===== src/rtl/ci_master_arbiter.sv =====
`default_nettype none
// ============================================================================
// Module      : ci_master_arbiter
// Description : Round-robin arbiter that lets two common_interface masters
//               share one common_interface slave port. A grant is held from
//               command issue until the slave reports finish. The write/read
//               streams and the finish/status returns go only to the owner.
// Revision    : 1.0 - initial release
// ============================================================================
module ci_master_arbiter #(
    parameter int CSIZE = 4,
    parameter int LSIZE = 24,
    parameter int DSIZE = 32,
    parameter int ASIZE = 10
) (
    input  logic             clock,
    input  logic             rst,
    input  logic             clk_en,

    // master 0
    input  logic             m0_cmd_vld,
    input  logic [ASIZE-1:0] m0_addr,
    input  logic [LSIZE-1:0] m0_burst_len,
    input  logic [CSIZE-1:0] m0_cmd,
    output logic             m0_cmd_ready,
    output logic             m0_finish,
    output logic [3:0]       m0_status,
    input  logic             m0_wr_vld,
    input  logic [DSIZE-1:0] m0_wr_data,
    input  logic             m0_wr_last,
    output logic             m0_wr_ready,
    input  logic             m0_rd_ready,
    output logic             m0_rd_vld,
    output logic [DSIZE-1:0] m0_rd_data,
    output logic             m0_rd_last,

    // master 1
    input  logic             m1_cmd_vld,
    input  logic [ASIZE-1:0] m1_addr,
    input  logic [LSIZE-1:0] m1_burst_len,
    input  logic [CSIZE-1:0] m1_cmd,
    output logic             m1_cmd_ready,
    output logic             m1_finish,
    output logic [3:0]       m1_status,
    input  logic             m1_wr_vld,
    input  logic [DSIZE-1:0] m1_wr_data,
    input  logic             m1_wr_last,
    output logic             m1_wr_ready,
    input  logic             m1_rd_ready,
    output logic             m1_rd_vld,
    output logic [DSIZE-1:0] m1_rd_data,
    output logic             m1_rd_last,

    // slave
    output logic             s_cmd_vld,
    output logic [ASIZE-1:0] s_addr,
    output logic [LSIZE-1:0] s_burst_len,
    output logic [CSIZE-1:0] s_cmd,
    input  logic             s_cmd_ready,
    input  logic             s_finish,
    input  logic [3:0]       s_status,
    output logic             s_wr_vld,
    output logic [DSIZE-1:0] s_wr_data,
    output logic             s_wr_last,
    input  logic             s_wr_ready,
    output logic             s_rd_ready,
    input  logic             s_rd_vld,
    input  logic [DSIZE-1:0] s_rd_data,
    input  logic             s_rd_last,

    // status
    output logic             grant,
    output logic             busy
);

    typedef enum logic [1:0] {
        ST_IDLE = 2'd0,
        ST_CMD  = 2'd1,
        ST_XFER = 2'd2
    } state_t;

    state_t     state_q,   state_d;
    logic       grant_q,   grant_d;
    logic       rr_ptr_q,  rr_ptr_d;
    logic [1:0] finish_q,  finish_d;
    logic [3:0] status0_q, status0_d;
    logic [3:0] status1_q, status1_d;

    logic             w_in_cmd;
    logic             w_in_xfer;
    logic             w_g_cmd_vld;
    logic [ASIZE-1:0] w_g_addr;
    logic [LSIZE-1:0] w_g_burst_len;
    logic [CSIZE-1:0] w_g_cmd;
    logic             w_g_wr_vld;
    logic [DSIZE-1:0] w_g_wr_data;
    logic             w_g_wr_last;
    logic             w_g_rd_ready;
    logic             w_own0;
    logic             w_own1;

    // Select the owning master's request and stream signals.
    always_comb begin
        w_in_cmd      = (state_q == ST_CMD);
        w_in_xfer     = (state_q == ST_XFER);
        w_g_cmd_vld   = grant_q ? m1_cmd_vld   : m0_cmd_vld;
        w_g_addr      = grant_q ? m1_addr      : m0_addr;
        w_g_burst_len = grant_q ? m1_burst_len : m0_burst_len;
        w_g_cmd       = grant_q ? m1_cmd       : m0_cmd;
        w_g_wr_vld    = grant_q ? m1_wr_vld    : m0_wr_vld;
        w_g_wr_data   = grant_q ? m1_wr_data   : m0_wr_data;
        w_g_wr_last   = grant_q ? m1_wr_last   : m0_wr_last;
        w_g_rd_ready  = grant_q ? m1_rd_ready  : m0_rd_ready;
        w_own0        = ~grant_q;
        w_own1        = grant_q;
    end

    // Next-state logic: arbitration, command handshake and finish capture.
    always_comb begin
        state_d   = state_q;
        grant_d   = grant_q;
        rr_ptr_d  = rr_ptr_q;
        finish_d  = finish_q;
        status0_d = status0_q;
        status1_d = status1_q;

        if (clk_en) begin
            // finish is a single enabled-cycle pulse
            finish_d = 2'b00;
            case (state_q)
                ST_IDLE: begin
                    if (m0_cmd_vld && m1_cmd_vld) begin
                        grant_d = rr_ptr_q;
                        state_d = ST_CMD;
                    end else if (m0_cmd_vld) begin
                        grant_d = 1'b0;
                        state_d = ST_CMD;
                    end else if (m1_cmd_vld) begin
                        grant_d = 1'b1;
                        state_d = ST_CMD;
                    end
                end
                ST_CMD: begin
                    if (!w_g_cmd_vld) begin
                        // requester withdrew before acceptance
                        state_d = ST_IDLE;
                    end else if (s_cmd_ready) begin
                        if (s_finish) begin
                            // zero-length transaction completes on accept
                            finish_d[grant_q] = 1'b1;
                            if (grant_q) status1_d = s_status;
                            else         status0_d = s_status;
                            rr_ptr_d = ~grant_q;
                            state_d  = ST_IDLE;
                        end else begin
                            state_d = ST_XFER;
                        end
                    end
                end
                ST_XFER: begin
                    if (s_finish) begin
                        finish_d[grant_q] = 1'b1;
                        if (grant_q) status1_d = s_status;
                        else         status0_d = s_status;
                        rr_ptr_d = ~grant_q;
                        state_d  = ST_IDLE;
                    end
                end
                default: begin
                    state_d = ST_IDLE;
                end
            endcase
        end
    end

    // State registers with asynchronous reset.
    always_ff @(posedge clock or posedge rst) begin
        if (rst) begin
            state_q   <= ST_IDLE;
            grant_q   <= 1'b0;
            rr_ptr_q  <= 1'b0;
            finish_q  <= 2'b00;
            status0_q <= 4'h0;
            status1_q <= 4'h0;
        end else begin
            state_q   <= state_d;
            grant_q   <= grant_d;
            rr_ptr_q  <= rr_ptr_d;
            finish_q  <= finish_d;
            status0_q <= status0_d;
            status1_q <= status1_d;
        end
    end

    // Combinational routing between the owner and the slave.
    always_comb begin
        s_cmd_vld    = w_in_cmd & w_g_cmd_vld;
        s_addr       = w_in_cmd ? w_g_addr      : {ASIZE{1'b0}};
        s_burst_len  = w_in_cmd ? w_g_burst_len : {LSIZE{1'b0}};
        s_cmd        = w_in_cmd ? w_g_cmd       : {CSIZE{1'b0}};
        m0_cmd_ready = w_in_cmd & w_own0 & s_cmd_ready;
        m1_cmd_ready = w_in_cmd & w_own1 & s_cmd_ready;

        s_wr_vld     = w_in_xfer & w_g_wr_vld;
        s_wr_data    = w_in_xfer ? w_g_wr_data : {DSIZE{1'b0}};
        s_wr_last    = w_in_xfer & w_g_wr_last;
        m0_wr_ready  = w_in_xfer & w_own0 & s_wr_ready;
        m1_wr_ready  = w_in_xfer & w_own1 & s_wr_ready;

        s_rd_ready   = w_in_xfer & w_g_rd_ready;
        m0_rd_vld    = w_in_xfer & w_own0 & s_rd_vld;
        m1_rd_vld    = w_in_xfer & w_own1 & s_rd_vld;
        m0_rd_last   = w_in_xfer & w_own0 & s_rd_last;
        m1_rd_last   = w_in_xfer & w_own1 & s_rd_last;
        m0_rd_data   = (w_in_xfer & w_own0) ? s_rd_data : {DSIZE{1'b0}};
        m1_rd_data   = (w_in_xfer & w_own1) ? s_rd_data : {DSIZE{1'b0}};

        m0_finish    = finish_q[0];
        m1_finish    = finish_q[1];
        m0_status    = status0_q;
        m1_status    = status1_q;
        grant        = grant_q;
        busy         = (state_q != ST_IDLE);
    end

endmodule
`default_nettype wire


===== config.mk =====
export PLATFORM = sky130hd
export DESIGN_NAME = ci_master_arbiter
export DESIGN_NICKNAME = d
export VERILOG_FILES = /design/src/rtl/ci_master_arbiter.sv
export SDC_FILE = /design/constraint.sdc
export NUM_CORES = 1
export LEC_CHECK = 0
export BUFFER_PORTS_ARGS = -buffer_cell sky130_fd_sc_hd__buf_2
export CAP_MARGIN = 20
export CORE_AREA = 4 4 133 135
export DETAILED_ROUTE_END_ITERATION = 16
export DIE_AREA = 0 0 137 139
export SLEW_MARGIN = 0
export SYNTH_ARGS = -nofsm -noshare
export SYNTH_HDL_FRONTEND = slang
export SYNTH_SLANG_ARGS = --single-unit

===== constraint.sdc =====
create_clock -name clock -period 2.15 [get_ports clock]
set_input_delay 0.3225 -clock clock [delete_from_list [all_inputs] [get_ports clock]]
set_output_delay 0.3225 -clock clock [all_outputs]
set_load 0.005 [all_outputs]

==> reports/metrics.csv <==
metric,value,unit
post-route-drc-count,0,
fill_cells,1814,
powerDensity,742.2,mW/mm²
synth_compound_area_share,3.239,%
finalWorstSetupSlack,123.9,ps
viasPerCell,3.954,
area_growth,84.87,%
max_freq,493.6,MHz
ant_nets,0,
status,completed,
grt_pass1_wl,17.15,mm
grt_overflow_total,0,
synth_xor_area_share,0,%
ctsLongestPathBuffers,2,
cpMaxStageDelayCell,dfrtp_1,
rows,47,
cts_root_buf,clkbuf_16,
hold_class,in2async,
syn_inst,306,
htreeDepth,1,
drv_slew,0,
multi_input_area,0.001964,mm²
crit_fanout,18,
critPathMaxStageDelay,390,ps
synth_mux_area_share,34.21,%
synth-adder-area-share,1.518,%
num-nets-final,838,
grt_max_degree,56,
rsz0062_at_grt,true,
grt_pass1_vias,3356,
share_seq_of_total_power,13.9,%
place_hpwl,9.757,mm
final_cell_area,0.004571,mm²
syn-num-nets,501,
setup_viol,0,
synth-seq-cells,14,
yosysTopAreaCell,mux2i_1,
synth-edff-count,0,
dr.pass1.iters,4,
fin_crit_sh,94.24,%
fp.dieW,137,µm
synth_top_family_by_area,simple AND/OR/NAND/NOR gates,
slew_headroom,61.92,%
critPathCaptureType,output port,
placed_area,0.004472,mm²
netSwitchingFraction,42.21,%
layoutNonFillerInstCount,863,
ios,350,
die_area,0.01904,mm²
tightestPinTransition,570.6,ps
fin_crit,2026,ps
synth_warnings,0,
pwr-share-clk,10.4,%
maxCapViolCount,0,
power.leakage,3.007,nW
p_int,1.961,mW
cts_made_buffers,3,
syn-cell-area,0.002472,mm²
initialDrtViolationCount,107,
synth-simple-area-share,40.28,%
core,0.01647,mm²
ys.flop_type,dfrtp_1,
wl_per_cell,13.57,µm
initial_core_util,15.02,%
final_common_cell,buf_2,
crit_chain,"inv_1, ha_2, nor2b_2, buf_6, and2_1, buf_2",
dp_worst_setup_slack,330.6,ps
clock_skew,8.489,ps
worstPathArrival,1700,ps
dp_cells,857,
switchingPower,1.432,mW
power_frac_comb,75.7,%
synth_top_area_share,29.96,%
antenna_found_initial,0,
peakVddDrop,0.4699,mV
synth_cell_type_count,30,
die_y,139,µm
routed_wl,11.71,mm
grt_use_total,10.72,%
place_congestion,0.8898,
async_flop_share,100.0,%
clkTransAtPathRegs,50,ps
worstPathRequired,1830,ps
cts_hold_buf,0,
clk_latency,240,ps
netlist_top_cells_area,"mux2i_1 (30%), nor2b_1 (19%), dfrtp_1 (14%), and3_1 (9.1%), and2_1 (8.9%)",
yosysSeqAreaShare,14.17,%
io_buffers,349,
hold_viol,0,
cp-start-kind,register,
finalPower,3.392,mW
crit_type,reg2out,
syn_avg_cell_area,8.080,µm²
cts_tree,built,
vias,3412,
final_cell_mix,"buf_2 (349), mux2i_1 (74), nor2b_1 (73), and3_1 (36), and2_1 (35)",
clock_sinks,14,
layout-drive-gt1-share,59.19,%
area.sequential,354.1,µm²
==> worst max-delay path: cells and delay by family (launching register included) <==
kind / cells / cell delay [ps]
flops: 1 / 390
fa+ha+maj: 1 / 240
simple gates: 2 / 400
buf+inv: 3 / 440
==> routing by layer <==
metal	global-route usage (%)	up-vias	wire length, µm
li1	-	1713	-
met1	12.93	1500	4302
met2	20.24	191	6128
met3	2.141	8	1229
met4	0.6303	0	53
met5	0	-	0
==> repair_timing <==
item                                    CTS  global route
endpoints found under the setup margin    0            74
setup buffers                             0             0
resized for setup                         0             5
==> through the flow <==
stage / TNS, ps / hold WS, ps / utilization, %
global route: -72.97 / 178.1 / 27.74
CTS: 0 / 148.1 / 27.64
detailed placement: 0 / 405.8 / 27.16
global placement: 0 / 394.2 / 27.16
finish: 0 / 127.8 / 27.76
floorplan: 0 / 211.7 / -
==> final timing paths <==
check,start,to,slack (ps),cells past startpoint
setup reg to reg,state_q[1],m1_status[2],310,5
min in group clock,s_status[1],m0_status[1],330,2
hold / removal,rst,finish_q[0],130,2
setup / recovery,state_q[0],m0_rd_data[30],120,6
max in group asynchronous,rst,grant,1600,2
hold reg to reg,finish_q[1],finish_q[1],490,1
==> kinds of logic (layout without fill, tap and decap cells) <==
kind of cell,after synthesis,count (layout)
fa+ha+maj,3,3
compound gates,11,11
flops,14,14
mux,83,83
simple gates,159,159
buf+inv,36,372
other cells,0,1
==> area by class of cell <==
class,count,area share [%]
multi-input cells,256,42.98
flip-flops and latches,14,7.747
inverters,7,0.5749
well taps,220,6.022
diodes,1,0.05475
repair buffers,361,40.90
clock buffers,4,1.725
==> state kept, by name, summed over array words and instances (netlist names) <==
name	cells
m0_status	4
m1_status	4
rr_ptr_q	1
state_q	2
grant	1
finish_q	2
==> power groups by stage <==
stage | sequential [mW] | combinational [mW] | clock [mW]
after floorplan | 0.425 | 1.60 | 0
after global placement | 0.469 | 2.57 | 0
after detailed placement | 0.473 | 2.58 | 0
after CTS | 0.473 | 2.59 | 0.358
after global routing | 0.489 | 2.82 | 0.374
final | 0.473 | 2.57 | 0.353
==> synth_stat cells, types with 2 or more instances <==
master / n
a31oi_1: 4
and2_1: 35
and3_1: 36
buf_2: 7
buf_4: 3
clkbuf_1: 18
dfrtp_1: 14
ha_1: 3
inv_1: 6
mux2_2: 8
mux2i_1: 74
nand2_1: 4
nor2_1: 2
nor2b_1: 74
o21ai_0: 2
o2bb2ai_1: 2
Note: power is estimated with default switching activity, not from simulation.
